`src/rtl/muldiv_ctrl_pkg.sv`:
```
// Shared types and encodings for the iterative MULT/DIV controller.
package muldiv_ctrl_pkg;

  typedef enum logic [1:0] {
    IDLE = 2'd0,
    MUL  = 2'd1,
    DIV  = 2'd2,
    DONE = 2'd3
  } muldiv_state_t;

  localparam logic OP_MULT = 1'b0;
  localparam logic OP_DIV  = 1'b1;
  localparam logic SEL_HI  = 1'b0;
  localparam logic SEL_LO  = 1'b1;

endpackage

```
`src/rtl/muldiv_step.sv`:
```
// One shift-add multiply or restoring-divide iteration, purely combinational.
module muldiv_step
  import muldiv_ctrl_pkg::*;
#(
  parameter int unsigned WIDTH = 32
) (
  input  logic             op_i,
  input  logic [WIDTH:0]   acc_i,
  input  logic [WIDTH-1:0] shreg_i,
  input  logic [WIDTH-1:0] operand_i,
  output logic [WIDTH:0]   acc_o,
  output logic [WIDTH-1:0] shreg_o
);

  logic [WIDTH:0]   sum;
  logic [WIDTH:0]   shifted;
  logic [WIDTH+1:0] diff;

  always_comb begin
    acc_o   = '0;
    shreg_o = '0;
    sum     = acc_i + {1'b0, (shreg_i[0] ? operand_i : {WIDTH{1'b0}})};
    shifted = {acc_i[WIDTH-1:0], shreg_i[WIDTH-1]};
    diff    = {1'b0, shifted} - {2'b00, operand_i};
    if (op_i == OP_MULT) begin
      // {acc,mplr} >> 1 after the conditional add keeps the product exact
      acc_o   = {1'b0, sum[WIDTH:1]};
      shreg_o = {sum[0], shreg_i[WIDTH-1:1]};
    end else if (!diff[WIDTH+1]) begin
      acc_o   = diff[WIDTH:0];
      shreg_o = {shreg_i[WIDTH-2:0], 1'b1};
    end else begin
      acc_o   = shifted;
      shreg_o = {shreg_i[WIDTH-2:0], 1'b0};
    end
  end

endmodule

```
`src/rtl/muldiv_ctrl.sv`:
```
// Iterative MULT/DIV sequencer owning HI/LO; serves MFHI/MFLO reads and stalls.
// Optional signed operation is enabled by defining MULDIV_SIGNED_EN.
module muldiv_ctrl
  import muldiv_ctrl_pkg::*;
#(
  parameter int unsigned WIDTH = 32
) (
  input  logic             clock,
  input  logic             reset,
  input  logic             start,
  input  logic             op,
  input  logic             signed_op,
  input  logic [WIDTH-1:0] a,
  input  logic [WIDTH-1:0] b,
  input  logic             rd_req,
  input  logic             rd_sel,
  output logic [WIDTH-1:0] rd_data,
  output logic             busy,
  output logic             done,
  output logic             stall,
  output logic [WIDTH-1:0] hi,
  output logic [WIDTH-1:0] lo
);

  localparam int unsigned CNT_W = (WIDTH > 1) ? $clog2(WIDTH) : 1;

  muldiv_state_t    state_q;
  logic [CNT_W-1:0] count_q;
  logic [WIDTH:0]   acc_q, acc_d;
  logic [WIDTH-1:0] shreg_q, shreg_d;
  logic [WIDTH-1:0] opnd_q;
  logic             bzero_q;
  logic             busy_q, done_q;
  logic [WIDTH-1:0] hi_q, lo_q;
  logic [WIDTH-1:0] cap_a, cap_b;
  logic [WIDTH-1:0] res_hi, res_lo;
  logic [2*WIDTH-1:0] prod;
  logic             step_op;

  assign step_op = (state_q == DIV) ? OP_DIV : OP_MULT;

  muldiv_step #(.WIDTH(WIDTH)) u_step (
    .op_i      (step_op),
    .acc_i     (acc_q),
    .shreg_i   (shreg_q),
    .operand_i (opnd_q),
    .acc_o     (acc_d),
    .shreg_o   (shreg_d)
  );

`ifdef MULDIV_SIGNED_EN
  logic a_sgn, b_sgn;
  logic neg_q, a_neg_q;

  // Signed operands run the unsigned core on magnitudes
  always_comb begin
    a_sgn = signed_op & a[WIDTH-1];
    b_sgn = signed_op & b[WIDTH-1];
    cap_a = a_sgn ? -a : a;
    cap_b = b_sgn ? -b : b;
  end

  always_ff @(posedge clock) begin
    if (reset) begin
      neg_q   <= 1'b0;
      a_neg_q <= 1'b0;
    end else if (state_q == IDLE && start) begin
      neg_q   <= a_sgn ^ b_sgn;
      a_neg_q <= a_sgn;
    end
  end
`else
  logic unused_signed_op;
  assign unused_signed_op = signed_op;
  assign cap_a = a;
  assign cap_b = b;
`endif

  // Commit value built from the final iteration's step outputs
  always_comb begin
    prod   = {acc_d[WIDTH-1:0], shreg_d};
    res_hi = '0;
    res_lo = '0;
    if (state_q == MUL) begin
`ifdef MULDIV_SIGNED_EN
      if (neg_q) prod = -prod;
`endif
      {res_hi, res_lo} = prod;
    end else if (!bzero_q) begin
      res_hi = acc_d[WIDTH-1:0];
      res_lo = shreg_d;
`ifdef MULDIV_SIGNED_EN
      if (neg_q)   res_lo = -res_lo;
      if (a_neg_q) res_hi = -res_hi;
`endif
    end
  end

  always_ff @(posedge clock) begin
    if (reset) begin
      state_q <= IDLE;
      count_q <= '0;
      acc_q   <= '0;
      shreg_q <= '0;
      opnd_q  <= '0;
      bzero_q <= 1'b0;
      busy_q  <= 1'b0;
      done_q  <= 1'b0;
      hi_q    <= '0;
      lo_q    <= '0;
    end else begin
      case (state_q)
        IDLE: begin
          done_q <= 1'b0;
          if (start) begin
            state_q <= (op == OP_DIV) ? DIV : MUL;
            busy_q  <= 1'b1;
            count_q <= '0;
            acc_q   <= '0;
            shreg_q <= (op == OP_DIV) ? cap_a : cap_b;
            opnd_q  <= (op == OP_DIV) ? cap_b : cap_a;
            bzero_q <= (b == '0);
          end
        end
        MUL, DIV: begin
          acc_q   <= acc_d;
          shreg_q <= shreg_d;
          count_q <= count_q + CNT_W'(1);
          if (count_q == CNT_W'(WIDTH - 1)) begin
            state_q <= DONE;
            done_q  <= 1'b1;
            hi_q    <= res_hi;
            lo_q    <= res_lo;
          end
        end
        DONE: begin
          state_q <= IDLE;
          busy_q  <= 1'b0;
          done_q  <= 1'b0;
        end
        default: state_q <= IDLE;
      endcase
    end
  end

  assign stall   = (rd_req || start) && (state_q != IDLE);
  assign rd_data = (rd_sel == SEL_LO) ? lo_q : hi_q;
  assign busy    = busy_q;
  assign done    = done_q;
  assign hi      = hi_q;
  assign lo      = lo_q;

endmodule

```
`config.mk`:
```
export PLATFORM = sky130hd
export DESIGN_NAME = muldiv_ctrl
export DESIGN_NICKNAME = d
export VERILOG_FILES = /design/src/rtl/muldiv_ctrl_pkg.sv /design/src/rtl/muldiv_step.sv /design/src/rtl/muldiv_ctrl.sv
export SDC_FILE = /design/constraint.sdc
export NUM_CORES = 1
export LEC_CHECK = 0
export BUFFER_PORTS_ARGS = -buffer_cell sky130_fd_sc_hd__buf_4
export CELL_PAD_IN_SITES_DETAIL_PLACEMENT = 1
export CELL_PAD_IN_SITES_GLOBAL_PLACEMENT = 2
export CORE_MARGIN = 2
export CORE_UTILIZATION = 35
export CTS_CLUSTER_DIAMETER = 40
export DETAILED_ROUTE_END_ITERATION = 7
export PLACE_DENSITY_LB_ADDON = 0.1
export SLEW_MARGIN = 20
export SYNTH_ARGS = -nofsm -noshare
export SYNTH_HDL_FRONTEND = slang
export SYNTH_SLANG_ARGS = --single-unit
```
`constraint.sdc`:
```
create_clock -name clock -period 3.65 [get_ports clock]
set_clock_uncertainty 0.2 [all_clocks]
set_input_delay 0 -clock clock [delete_from_list [all_inputs] [get_ports clock]]
set_output_delay 0 -clock clock [all_outputs]
set_load 0.005 [all_outputs]
```
### Word-level counts from Yosys, hierarchy flattened

Index checks and enable logic that the tools add are counted.

* multiplexer cells: 27
* reduce and logical (&&, ||, !) cells: 14
* add/sub/neg operators: 3
* equality and inequality tests: 6

Operator list (number)
* $mux 32: 10
* $mux 33: 3
* $pmux 33 s2: 1
* $pmux 32 s2: 1
* $sub 33x32->34: 1
* $add 33x32->33: 1
* $logic_not 32->1: 1
* $pmux 5 s2: 1
* $reduce_and 2->1: 5
* $mux 2: 3
* $pmux 2 s3: 1
* $reduce_bool 2->1: 3
* $add 5x1->5 const B: 1
* $eq 5x5->1 const B: 1
* $mux 5: 1
* $eq 2x2->1 const B: 2
* $mux 1: 4
* $ne 2x2->1 const B: 2
* $pmux 1 s2: 2
* $reduce_or 2->1: 2
* $eq 2x1->1 const B: 1
* $logic_not 2->1: 1
* $logic_and 1x1->1: 1
* $logic_or 1x1->1: 1

* output and inout port bits: 99
* input bits: 71
* bits in registers: 171
* word-level logic and storage cells: 60

### Longest topological paths before layout

Gate-level depths: netlist (run 1).

* depth in word-level cells: 5
* gate-level depth with buffers: 14
* mapped depth without buffers: 13

### Modules after synthesis

A second synthesis (run 1) with hierarchy kept.

* cell total of the unflattened synthesis: 1545
* area, all modules: 12295.5 µm²

By module, submodules not included
* muldiv_ctrl: instances 1, area an instance 7405.9 µm², cells an instance 819, seq. area each 3423.3 µm²
* muldiv_step: instances 1, area an instance 4889.7 µm², cells an instance 726, seq. area each 0.0 µm²

### Worst setup path after synthesis (run 1)

Ideal clock, no wire load.

* path kind: reg-to-reg
* start point: register shreg_q[0]
* end point: register acc_q[31]
* path slack: 526 ps
* path buffers: 2
* data required time: 3333 ps
* period minus slack after synthesis: 3124 ps
* library setup time: 117 ps
* arrival time: 2808 ps
* cell stages (with the launch flop): 14
* cells stage by stage: dfxtp_1 clkbuf_1 and2_1 ha_1 buf_6 a21o_1 a21o_1 a2111oi_4 o21ai_1 o21ai_1 nand4b_1 and3b_1 o31a_1 a22o_1

* cells in the longest elaborated chain, start to end: 4

RTL lines
* from (decl): line muldiv_ctrl.sv:30 `logic [WIDTH-1:0] shreg_q, shreg_d;`
* from (signal assigned): line muldiv_ctrl.sv:120 `shreg_q <= (op == OP_DIV) ? cap_a : cap_b;`
* from (signal assigned): line muldiv_ctrl.sv:127 `shreg_q <= shreg_d;`
* $mux 32: line muldiv_step.sv:22 `sum = acc_i + {1'b0, (shreg_i[0] ? operand_i : {WIDTH{1'b0}})};`
* $add 33x32->33: line muldiv_step.sv:22
* $mux 33: line muldiv_step.sv:25 `if (op_i == OP_MULT) begin`
* $pmux 33 s2: line muldiv_ctrl.sv:112 `case (state_q)`
* to (signal assigned): line muldiv_ctrl.sv:103 `acc_q <= '0;`
* to (signal assigned): line muldiv_ctrl.sv:119 `acc_q <= '0;`
* to (signal assigned): line muldiv_ctrl.sv:126 `acc_q <= acc_d;`
* to (decl): line muldiv_ctrl.sv:29 `logic [WIDTH:0] acc_q, acc_d;`

No other way between the ends.
A chain may end at the register's enable or synchronous reset.

### Worst setup path after layout (run 1)

* start point: register opnd_q[24]
* end point: register hi_q[29], in the netlist hi[29]

* cells in the longest elaborated chain, start to end: 5
* elaborated cells between the ends (all ways): 7
* classes of those cells: add/sub: 2; mux: 5

RTL lines
* from (decl): line muldiv_ctrl.sv:31 `logic [WIDTH-1:0] opnd_q;`
* from (signal assigned): line muldiv_ctrl.sv:121 `opnd_q <= (op == OP_DIV) ? cap_b : cap_a;`
* $mux 32 or $sub 33x32->34 (tied branches): line muldiv_step.sv:22, muldiv_step.sv:24
* $add 33x32->33 or $mux 33 (tied branches): line muldiv_step.sv:22, muldiv_step.sv:29
* $mux 33 (*): line muldiv_step.sv:25
* $mux 32: line muldiv_ctrl.sv:89 `end else if (!bzero_q) begin`
* $mux 32 (*): line muldiv_ctrl.sv:84 `if (state_q == MUL) begin`
* to (signal assigned): line muldiv_ctrl.sv:132 `hi_q <= res_hi;`
* to (decl): line muldiv_ctrl.sv:34 `logic [WIDTH-1:0] hi_q, lo_q;`

Every way passes the cells marked *; elsewhere a longest branch is shown, timed or not.

==> results.sh, run 1 <==
export IMPL_outcome="finished, final reports clean"
export IMPL_clk_path_buf_depth=2
export IMPL_met3_length_um=2150
export IMPL_vias=12800
export IMPL_rsz0062_at_grt="no"
export IMPL_synth_main_ff_cell="dfxtp_1"
export IMPL_finalSetupViolations=0
export IMPL_gr_total_overflow=0
export IMPL_grt_start_max_net_pins=96
export IMPL_cell_type_with_the_highest_aggregate_area_in_the_netlist="dfxtp_1"
export IMPL_std_cell_rows=68
export IMPL_cp_slowest_cell="a221oi_2"
export IMPL_clk_pin_slew_ns=0.07
export IMPL_numPortBuffers=168
export IMPL_internal_power_contribution_mw=5.27
export IMPL_switching_fraction_of_total_power_pct=45.1
export IMPL_critical_path_required_ns=3.80
export IMPL_grt_total_usage_pct=27.4
export IMPL_synth_cells=1564
export IMPL_top_level_ports=170
export IMPL_cts_root_buf="clkbuf_16"
export IMPL_postPlaceCellArea_mm2=0.0143
export IMPL_deepest_level_of_the_cts_h_tree=4
export IMPL_worst_slew_pin_transition_ns=1.09
export IMPL_seq_power_share_pct=25.4
export IMPL_post_synth_main_area_contributors="dfxtp_1, ha_1, mux2i_1, nor2_1, a21oi_1"
export IMPL_synth_simple_area_share_pct=18.6
export IMPL_share_of_async_settable_or_async_resettable_flops_after_synthesis_pct=0
export IMPL_max_vdd_ir_drop_v=0.000576
export IMPL_mappedNetlistArea_mm2=0.0124
export IMPL_yosys_warnings=0
export IMPL_hold_path_class="in2reg"
export IMPL_relSlewSlack_pct=27.6
export IMPL_timing_setup_critical_path_class="reg2reg"
export IMPL_power_leakage_nw=6.89
export IMPL_worstSetupStartpointType="flip-flop"
export IMPL_starting_density_pct=35.7
export IMPL_yosys_area_share_adder_pct=7.41
export IMPL_synth_seq_area_share_pct=27.7
export IMPL_first_global_vias=12900
export IMPL_final_hold_violation_count=0
export IMPL_final_period_minus_worst_setup_slack_ns=3.50
export IMPL_routed_via_density=5.60
export IMPL_die_w_um=192
export IMPL_fmaxAchievable_mhz=286
export IMPL_first_iter_violations=710
export IMPL_remaining_drc_errors=0
export IMPL_cpPeakStageDelay_ns=0.43
export IMPL_layout_cell_area_non_filler_mm2=0.0160
export IMPL_grt_antenna_before_repair=1
export IMPL_number_of_enable_flip_flop_cells_after_synthesis=0
export IMPL_timing_final_crit_share_pct=95.8
export IMPL_p_comb_share_pct=53.6
export IMPL_power_switching_mw=4.33
export IMPL_wire_length_of_the_first_global_routing_pass_um=77100
export IMPL_pwr_density_cell_mw_per_mm2=601
export IMPL_wl_per_cell_um=22.1
export IMPL_fin_nets=1955
export IMPL_synth_xor_area_share_pct=3.05
export IMPL_critical_path_cell_by_cell="inv_1, ha_1, a21oi_2, o21ai_1, a221oi_2, a32oi_1, or2_0, buf_4, and4_1, nor4_2, nor4_2, o21ai_1"
export IMPL_synth_most_common_cell="nor2_1"
export IMPL_synth_seq_cells=171
export IMPL_max_cap_violations=0
export IMPL_drive_gt1_share_pct=19.7
export IMPL_synth_top_family_by_area="compound AO/OA/AOI/OAI gates"
export IMPL_diodes=0
export IMPL_detailed_place_hpwl_um=36800
export IMPL_area_growth_syn_to_layout_pct=29.2
export IMPL_synth_largest_type_area_fraction_pct=27.7
export IMPL_fin_setup_tns_ns=0
export IMPL_synth_top_cells_by_count="nor2_1, dfxtp_1, a21oi_1"
export IMPL_critical_path_peak_fanout=8
export IMPL_arrival_ns=3.65
export IMPL_cts_repair_timing_setup_buffer_count=0
export IMPL_crit_path_end_kind="flip-flop"
export IMPL_insertion_delay_ns=0.45
export IMPL_top_layer_used="met4"
export IMPL_drt_pass1_iterations=5
export IMPL_design_die_area_mm2=0.0368
export IMPL_total_cts_buffers=17
export IMPL_final_max_slew_violation_count=0
export IMPL_synth_compound_area_share_pct=26.7
export IMPL_number_of_clock_sinks=171
export IMPL_routed_wirelength_um=50300
export IMPL_cts_tree="yes"
export IMPL_clock_power_share_pct=21.0
export IMPL_worst_path_dominant_cell_family="compound AO/OA/AOI/OAI gates"
export IMPL_antenna_violating_nets_left=0
export IMPL_routabilityCongestion=0.870
export IMPL_met2RoutedLength_um=22100
export IMPL_synth_fp_nets=1707
export IMPL_yosysUniqueCellTypes=86
export IMPL_wirelength_met1_um=25200
export IMPL_die_y_um=192
export IMPL_syn_area_per_cell_um2=7.90
export IMPL_fp_coreArea_mm2=0.0346
export IMPL_worst_path_buf_inv=2
export IMPL_yosys_mux_area_fraction_pct=11.4
flip-flops by register name (all words and copies together) (netlist names):
name,count
lo,32
bzero_q,1
opnd_q,32
acc_q,33
state_q,2
count_q,5
done,1
busy,1
shreg_q,32
hi,32
per-stage QoR:
step | hold WS (ns) | cells | worst slack (ns) | utilization [%] | power [mW]
4_1_cts | 0.0348 | 2279 | 0.0830 | 45.9 | 9.53
5_1_grt | 0.119 | 2279 | 0.00849 | 46.1 | 10.2
3_5_place_dp | 0.108 | 2149 | 0.123 | 41.3 | 7.40
6_report | 0.0485 | 2279 | 0.155 | 46.1 | 9.60
3_3_place_gp | 0.0918 | 2149 | 0.156 | 41.3 | 7.35
2_1_floorplan | -0.0832 | 1564 | 0.526 | - | 5.75
layout by cell type, fill, tap and decap left out, types with 19 or more instances in the layout:
master,Yosys,layout
buf_4,1,223
nor2_1,188,187
dfxtp_1,171,171
nand2_1,129,129
a21oi_1,133,128
dlygate4sd3_1,0,99
o21ai_0,85,85
mux2i_1,74,74
ha_1,70,67
inv_1,63,63
mux2_2,59,59
a211oi_1,49,49
nor2b_1,40,40
and2_1,35,34
a22oi_1,30,30
a22o_1,30,30
xnor2_1,25,25
a21o_1,19,19
worst paths after layout:
| path | start | end | slack [ns] | cells past startpoint |
|---|---|---|---|---|
| setup / recovery | opnd_q[24] | hi[29] | 0.15 | 12 |
| hold reg to reg | acc_q[32] | acc_q[32] | 0.31 | 2 |
| setup reg to reg | opnd_q[24] | hi[29] | 0.15 | 12 |
| hold / removal | b[28] | shreg_q[28] | 0.05 | 6 |
cell type report:
cell class / count / area, um2
repair buffers: 325 / 2720
multi-input cells: 1233 / 8390
well taps: 455 / 569
flip-flops and latches: 171 / 3420
inverters: 64 / 240
clock inverters: 10 / 165
fillers: 4165 / 18700
clock buffers: 21 / 460
power groups by stage:
stage / combinational [mW] / clock [mW] / sequential [mW]
floorplan: 3.43 / 0 / 2.32
global placement: 4.88 / 0 / 2.46
detailed placement: 4.94 / 0 / 2.46
CTS: 5.06 / 2.05 / 2.42
global route: 5.65 / 2.13 / 2.46
finish: 5.14 / 2.02 / 2.44
repair_timing:
item | in CTS | in global routing
gates resized for setup | 0 | 11
endpoints found under the hold margin | 76 | 0
hold buffers | 99 | 0
endpoints found under the setup margin | 0 | 20
layer usage:
metal	track usage, %	up-vias
met3	3.49	44
li1	-	6146
met4	6.66	0
met2	42.4	293
met1	40.1	6279
met5	0	-
tightest hold or removal path, stage by stage:
cell and delay, ns:
buf_4 0.09, mux2i_1 0.07, nor2_1 0.16, a21oi_1 0.06, o21ai_0 0.15, nor2b_1 0.12
cell families (layout without fill, tap and decap cells):
| group | Yosys count | in the layout |
|---|---|---|
| simple gates | 496 | 496 |
| buf+inv | 160 | 420 |
| compound gates | 489 | 489 |
| fa+ha+maj | 72 | 72 |
| xor+xnor | 43 | 43 |
| mux | 133 | 133 |
| flops | 171 | 171 |
Note: power is estimated with default switching activity, not from simulation.
==> run 2: changes to the inputs <==
--- a/config.mk
+++ b/config.mk
@@ -6,6 +6,7 @@
 export NUM_CORES = 1
 export LEC_CHECK = 0
 export BUFFER_PORTS_ARGS = -buffer_cell sky130_fd_sc_hd__buf_4
+export CAP_MARGIN = 25
 export CELL_PAD_IN_SITES_DETAIL_PLACEMENT = 1
 export CELL_PAD_IN_SITES_GLOBAL_PLACEMENT = 2
 export CORE_MARGIN = 2
@@ -13,6 +14,8 @@
 export CTS_CLUSTER_DIAMETER = 40
 export DETAILED_ROUTE_END_ITERATION = 7
 export PLACE_DENSITY_LB_ADDON = 0.1
+export REMOVE_ABC_BUFFERS = 1
+export SKIP_LAST_GASP = 1
 export SLEW_MARGIN = 20
 export SYNTH_ARGS = -nofsm -noshare
 export SYNTH_HDL_FRONTEND = slang
==> results.sh, run 2 (same netlist as run 1, synthesis figures left out) <==
export IMPL_routed_wirelength_um=49500
export IMPL_critical_path_peak_fanout=24
export IMPL_ff2ff_path_depth=12
export IMPL_routabilityCongestion=0.898
export IMPL_worst_path_buf_inv=1
export IMPL_timing_final_crit_share_pct=96.2
export IMPL_power_leakage_nw=6.97
export IMPL_pwr_density_cell_mw_per_mm2=586
export IMPL_top_level_ports=170
export IMPL_critical_path_cell_by_cell="buf_6, and2_1, ha_2, a21o_1, a21o_1, a2111oi_4, o21ai_1, o21ai_1, nand4b_1, and3b_1, o31a_1, a22o_1"
export IMPL_arrival_ns=3.65
export IMPL_remaining_drc_errors=0
export IMPL_clk_path_buf_depth=2
export IMPL_wire_length_of_the_first_global_routing_pass_um=75900
export IMPL_final_hold_violation_count=0
export IMPL_crit_path_end_kind="flip-flop"
export IMPL_rsz0062_at_grt="yes"
export IMPL_diodes=0
export IMPL_insertion_delay_ns=0.45
export IMPL_drt_pass1_iterations=5
export IMPL_die_w_um=192
export IMPL_max_ffs_per_register=33
export IMPL_total_cts_buffers=17
export IMPL_grt_total_usage_pct=26.9
export IMPL_timing_setup_critical_path_class="reg2reg"
export IMPL_first_iter_violations=706
export IMPL_min_delay_path_depth=4
export IMPL_final_max_slew_violation_count=0
export IMPL_worst_r2r_endpoint="acc_q[31]"
export IMPL_cp_slowest_cell="dfxtp_1"
export IMPL_max_cap_violations=0
export IMPL_routed_via_density=5.58
export IMPL_number_of_clock_sinks=171
export IMPL_grt_start_max_net_pins=66
export IMPL_die_y_um=192
export IMPL_finalSetupViolations=0
export IMPL_relSlewSlack_pct=29.4
export IMPL_cts_root_buf="clkbuf_16"
export IMPL_worstSetupStartpointType="flip-flop"
export IMPL_cts_tree="yes"
export IMPL_dpl_cell_count=2168
export IMPL_finalCoreUtilization_pct=46.5
export IMPL_detailed_place_hpwl_um=37100
export IMPL_min_delay_worst_endpoint="stall"
export IMPL_final_period_minus_worst_setup_slack_ns=3.51
export IMPL_gr_total_overflow=0
export IMPL_area_growth_syn_to_layout_pct=30.2
export IMPL_most_frequent_standard_cell_in_the_layout_excluding_fill_and_tap_cells="buf_4"
export IMPL_fmaxAchievable_mhz=285
export IMPL_stdcell_count=2301
export IMPL_hold_path_class="in2out"
export IMPL_worst_path_dominant_cell_family="compound AO/OA/AOI/OAI gates"
export IMPL_numPortBuffers=168
export IMPL_cpPeakStageDelay_ns=0.39
export IMPL_starting_density_pct=35.7
export IMPL_deepest_level_of_the_cts_h_tree=4
export IMPL_clk_pin_slew_ns=0.07
export IMPL_vias=12800
export IMPL_critical_path_required_ns=3.79
export IMPL_grt_antenna_before_repair=1
export IMPL_antenna_violating_nets_left=0
export IMPL_fp_coreArea_mm2=0.0346
export IMPL_top_register="acc_q"
export IMPL_worst_slew_pin_transition_ns=1.06
export IMPL_layout_common_cells="buf_4, nor2_1, dfxtp_1"
export IMPL_fin_setup_tns_ns=0
export IMPL_wl_per_cell_um=21.5
export IMPL_fin_nets=1976
export IMPL_worst_hold_startpoint="rd_req"
export IMPL_first_global_vias=12900
export IMPL_design_die_area_mm2=0.0368
export IMPL_drive_gt1_share_pct=20.8
export IMPL_max_vdd_ir_drop_v=0.000838
export IMPL_std_cell_rows=68
export IMPL_cts_repair_timing_setup_buffer_count=0
export IMPL_timing_rr_start="shreg_q[0]"
export IMPL_outcome="finished, final reports clean"
export IMPL_r2r_slack_ns=0.14
[run 2: cell types whose count changed in the layout (fill, tap and decap cells not counted), sizes merged, moves of 2 or more]
cell / change
dlygate4sd3: +2
clkinv: +3
inv: +4
bufinv: -4
buf: +19
[run 2: power breakdown]
part | switching [mW] | total [mW] | internal [mW]
combinational | 3.22 | 5.22 | 2.00
clock | 0.864 | 1.80 | 0.935
sequential | 0.289 | 2.42 | 2.13
[run 2: how the worst max path moves through the flow]
| stage | depth (start not counted) | start | to |
|---|---|---|---|
| 2_1_floorplan | 7 | state_q[0] | hi[9] |
| 3_3_place_gp | 12 | shreg_q[0] | acc_q[31] |
| 3_5_place_dp | 12 | shreg_q[0] | acc_q[29] |
| 4_1_cts | 12 | shreg_q[0] | acc_q[31] |
| 5_1_grt | 12 | shreg_q[0] | acc_q[31] |
| 6_report | 12 | shreg_q[0] | acc_q[31] |
[run 2: area by class of cell]
type                       count  area [um2]
clock buffer                  20         467
clock inverter                12        87.6
fill                        4155       18500
inverter                      64         240
multi-input combinational   1233        8440
sequential                   171        3420
tap                          455         569
timing repair buffer         346        2870
[run 2: metal layers]
metal  GRT usage [%]  part of all wire, %  vias to the layer above
met5               0                0.022                        -
met4            6.21                  1.5                        2
met3            3.45                  4.9                       45
met2            40.1                   43                      317
met1            40.6                   50                     6267
li1                -                    -                     6201
[run 2: timing repair]
action | CTS | global route
endpoints found under the hold margin | 78 | 0
endpoints found under the setup margin | 1 | 20
gates resized for setup | 1 | 18
hold buffers | 101 | 0
pin swaps | 0 | 4
gates cloned | 0 | 0
[run 2: through the flow]
stage | power (mW) | hold WS (ns) | worst slack [ns] | cell area (um2)
2_1_floorplan | 5.59 | -0.131 | -1.39 | 12000
3_3_place_gp | 7.36 | 0.0948 | 0.128 | 14400
3_5_place_dp | 7.44 | 0.106 | -0.0104 | 14400
4_1_cts | 9.36 | 0.109 | 0.00830 | 16000
5_1_grt | 10.1 | 0.135 | -0.0290 | 16100
6_report | 9.43 | 0.103 | 0.140 | 16100
[run 2: worst reg2reg max path, stage by stage (launching register included)]
cell and delay [ns]:
dfxtp_1 0.39, buf_6 0.24, and2_1 0.17, ha_2 0.31, a21o_1 0.27, a21o_1 0.24
a2111oi_4 0.37, o21ai_1 0.09, o21ai_1 0.20, nand4b_1 0.14, and3b_1 0.20, o31a_1 0.34
a22o_1 0.25
==> run 3: changes to the inputs <==
--- a/config.mk
+++ b/config.mk
@@ -10,7 +10,7 @@
 export CELL_PAD_IN_SITES_DETAIL_PLACEMENT = 1
 export CELL_PAD_IN_SITES_GLOBAL_PLACEMENT = 2
 export CORE_MARGIN = 2
-export CORE_UTILIZATION = 35
+export CORE_UTILIZATION = 31
 export CTS_CLUSTER_DIAMETER = 40
 export DETAILED_ROUTE_END_ITERATION = 7
 export PLACE_DENSITY_LB_ADDON = 0.1
==> constraint.sdc (replaced) <==
create_clock -name clock -period 3.2 [get_ports clock]
set_clock_uncertainty 0.2 [all_clocks]
set_input_delay 0 -clock clock [delete_from_list [all_inputs] [get_ports clock]]
set_output_delay 0 -clock clock [all_outputs]
set_load 0.005 [all_outputs]
==> results.sh, run 3 (same netlist as run 1, synthesis figures left out) <==
export IMPL_routabilityCongestion=0.939
export IMPL_cts_root_buf="clkbuf_16"
export IMPL_remaining_drc_errors=0
export IMPL_worst_hold_startpoint="rd_req"
export IMPL_vias=13600
export IMPL_power_leakage_nw=8.04
export IMPL_grt_start_max_net_pins=65
export IMPL_timing_final_crit_share_pct=99.1
export IMPL_starting_density_pct=31.3
export IMPL_detailed_place_hpwl_um=42000
export IMPL_die_w_um=204
export IMPL_p_comb_share_pct=61.8
export IMPL_layout_common_cells="buf_4, nor2_1, dfxtp_1"
export IMPL_top_level_ports=170
export IMPL_most_frequent_standard_cell_in_the_layout_excluding_fill_and_tap_cells="buf_4"
export IMPL_outcome="finished, final reports clean"
export IMPL_postPlaceCellArea_mm2=0.0159
export IMPL_clk_pin_slew_ns=0.07
export IMPL_layout_cell_area_non_filler_mm2=0.0186
export IMPL_numPortBuffers=168
export IMPL_gr_total_overflow=0
export IMPL_die_y_um=204
export IMPL_r2r_slack_ns=0.03
export IMPL_crit_path_end_kind="flip-flop"
export IMPL_routed_via_density=5.30
export IMPL_dpl_cell_count=2415
export IMPL_finalCoreUtilization_pct=47.0
export IMPL_wire_length_of_the_first_global_routing_pass_um=83400
export IMPL_arrival_ns=3.31
export IMPL_top_register="acc_q"
export IMPL_timing_rr_start="shreg_q[0]"
export IMPL_design_die_area_mm2=0.0415
export IMPL_std_cell_rows=73
export IMPL_num_fill_cells=4700
export IMPL_internal_power_contribution_mw=6.86
export IMPL_final_hold_violation_count=0
export IMPL_fin_nets=2170
export IMPL_switching_fraction_of_total_power_pct=45.0
export IMPL_max_ffs_per_register=33
export IMPL_min_delay_path_depth=4
export IMPL_max_vdd_ir_drop_v=0.000466
export IMPL_routed_wirelength_um=55400
export IMPL_cts_tree="yes"
export IMPL_hold_path_class="in2out"
export IMPL_grt_total_usage_pct=26.3
export IMPL_first_iter_violations=633
export IMPL_drt_pass1_iterations=5
export IMPL_worstSetupStartpointType="flip-flop"
export IMPL_number_of_clock_sinks=171
export IMPL_ff2ff_path_depth=15
export IMPL_relSlewSlack_pct=40.8
export IMPL_timing_setup_critical_path_class="reg2reg"
export IMPL_worst_r2r_endpoint="hi[28]"
export IMPL_pwr_density_cell_mw_per_mm2=672
export IMPL_power_switching_mw=5.62
export IMPL_fmaxAchievable_mhz=315
export IMPL_worst_slew_pin_transition_ns=0.888
export IMPL_area_growth_syn_to_layout_pct=50.3
export IMPL_antenna_violating_nets_left=0
export IMPL_min_delay_worst_endpoint="stall"
export IMPL_rsz0062_at_grt="yes"
export IMPL_drive_gt1_share_pct=35.0
export IMPL_finalSetupViolations=0
export IMPL_grt_antenna_before_repair=2
export IMPL_total_cts_buffers=17
export IMPL_final_period_minus_worst_setup_slack_ns=3.17
export IMPL_max_cap_violations=0
export IMPL_critical_path_required_ns=3.34
export IMPL_seq_power_share_pct=22.1
export IMPL_clk_path_buf_depth=2
export IMPL_insertion_delay_ns=0.45
export IMPL_final_max_slew_violation_count=0
export IMPL_deepest_level_of_the_cts_h_tree=4
export IMPL_wl_per_cell_um=21.6
export IMPL_fp_coreArea_mm2=0.0395
export IMPL_stdcell_count=2565
export IMPL_critical_path_peak_fanout=6
export IMPL_first_global_vias=13900
export IMPL_finalPower_mw=12.5
export IMPL_clock_power_share_pct=16.2
export IMPL_diodes=0
## run 3: final cells by class
cell class	count	area, um2	share of cell area [%]
Multi-Input combinational cell	1233	9240	49.7
Clock buffer	19	443	2.38
Sequential cell	171	3470	18.7
Clock inverter	13	109	0.586
Tap cell	525	657	3.54
Inverter	64	240	1.29
Timing Repair Buffer	540	4420	23.8
## run 3: critical path, cell delays in order (launching register included)
cell and delay, ns:
dfxtp_4 0.37, buf_4 0.17, and2_4 0.17, ha_4 0.26, buf_4 0.12, o211ai_1 0.11, o211ai_1 0.30, a21oi_2 0.14
buf_4 0.17, buf_4 0.13, o221a_4 0.22, o2bb2ai_2 0.14, and4_1 0.18, o21ai_1 0.12, o211a_1 0.19, o21ai_0 0.07
## run 3: worst max-delay path by stage
| stage | startpoint | to | slack [ns] | depth (start not counted) |
|---|---|---|---|---|
| finish | shreg_q[0] | hi[28] | 0.03 | 15 |
| global placement | shreg_q[0] | acc_q[31] | -0.34 | 14 |
| CTS | shreg_q[0] | hi[30] | -0.03 | 13 |
| detailed placement | shreg_q[0] | hi[27] | -0.34 | 14 |
| global route | shreg_q[0] | acc_q[31] | -0.1 | 14 |
| floorplan | state_q[0] | hi[9] | -1.84 | 7 |
## run 3: timing repair
action | CTS | global route
pin swaps | 31 | 65
gates cloned | 0 | 1
hold endpoints to repair | 81 | 0
resized for setup | 97 | 119
buffers inserted | 5 | 10
hold buffers | 103 | 0
setup endpoints to repair | 49 | 57
## run 3: through the flow
stage          hold WS [ns]  setup WS [ns]  TNS (ns)
2_1_floorplan        -0.131          -1.84   -131.16
3_3_place_gp         0.0908         -0.337     -2.75
3_5_place_dp          0.118         -0.341     -4.97
4_1_cts               0.125        -0.0284   -0.0908
5_1_grt               0.167        -0.0952    -0.974
6_report              0.115         0.0273         0
## run 3: layer usage
metal | up-vias | GRT usage [%] | wire, um
li1 | 6575 | - | -
met1 | 6718 | 39.0 | 28000
met2 | 249 | 39.5 | 24200
met3 | 52 | 3.91 | 2270
met4 | 2 | 6.13 | 889
met5 | - | 0 | 11
## run 3: power by group through the flow
stage	combinational, mW	sequential, mW	clock, mW
6_report	7.71	2.76	2.02
5_1_grt	8.37	2.79	2.16
4_1_cts	7.19	2.73	2.08
3_5_place_dp	6.73	2.75	0
3_3_place_gp	6.66	2.74	0
2_1_floorplan	3.72	2.66	0
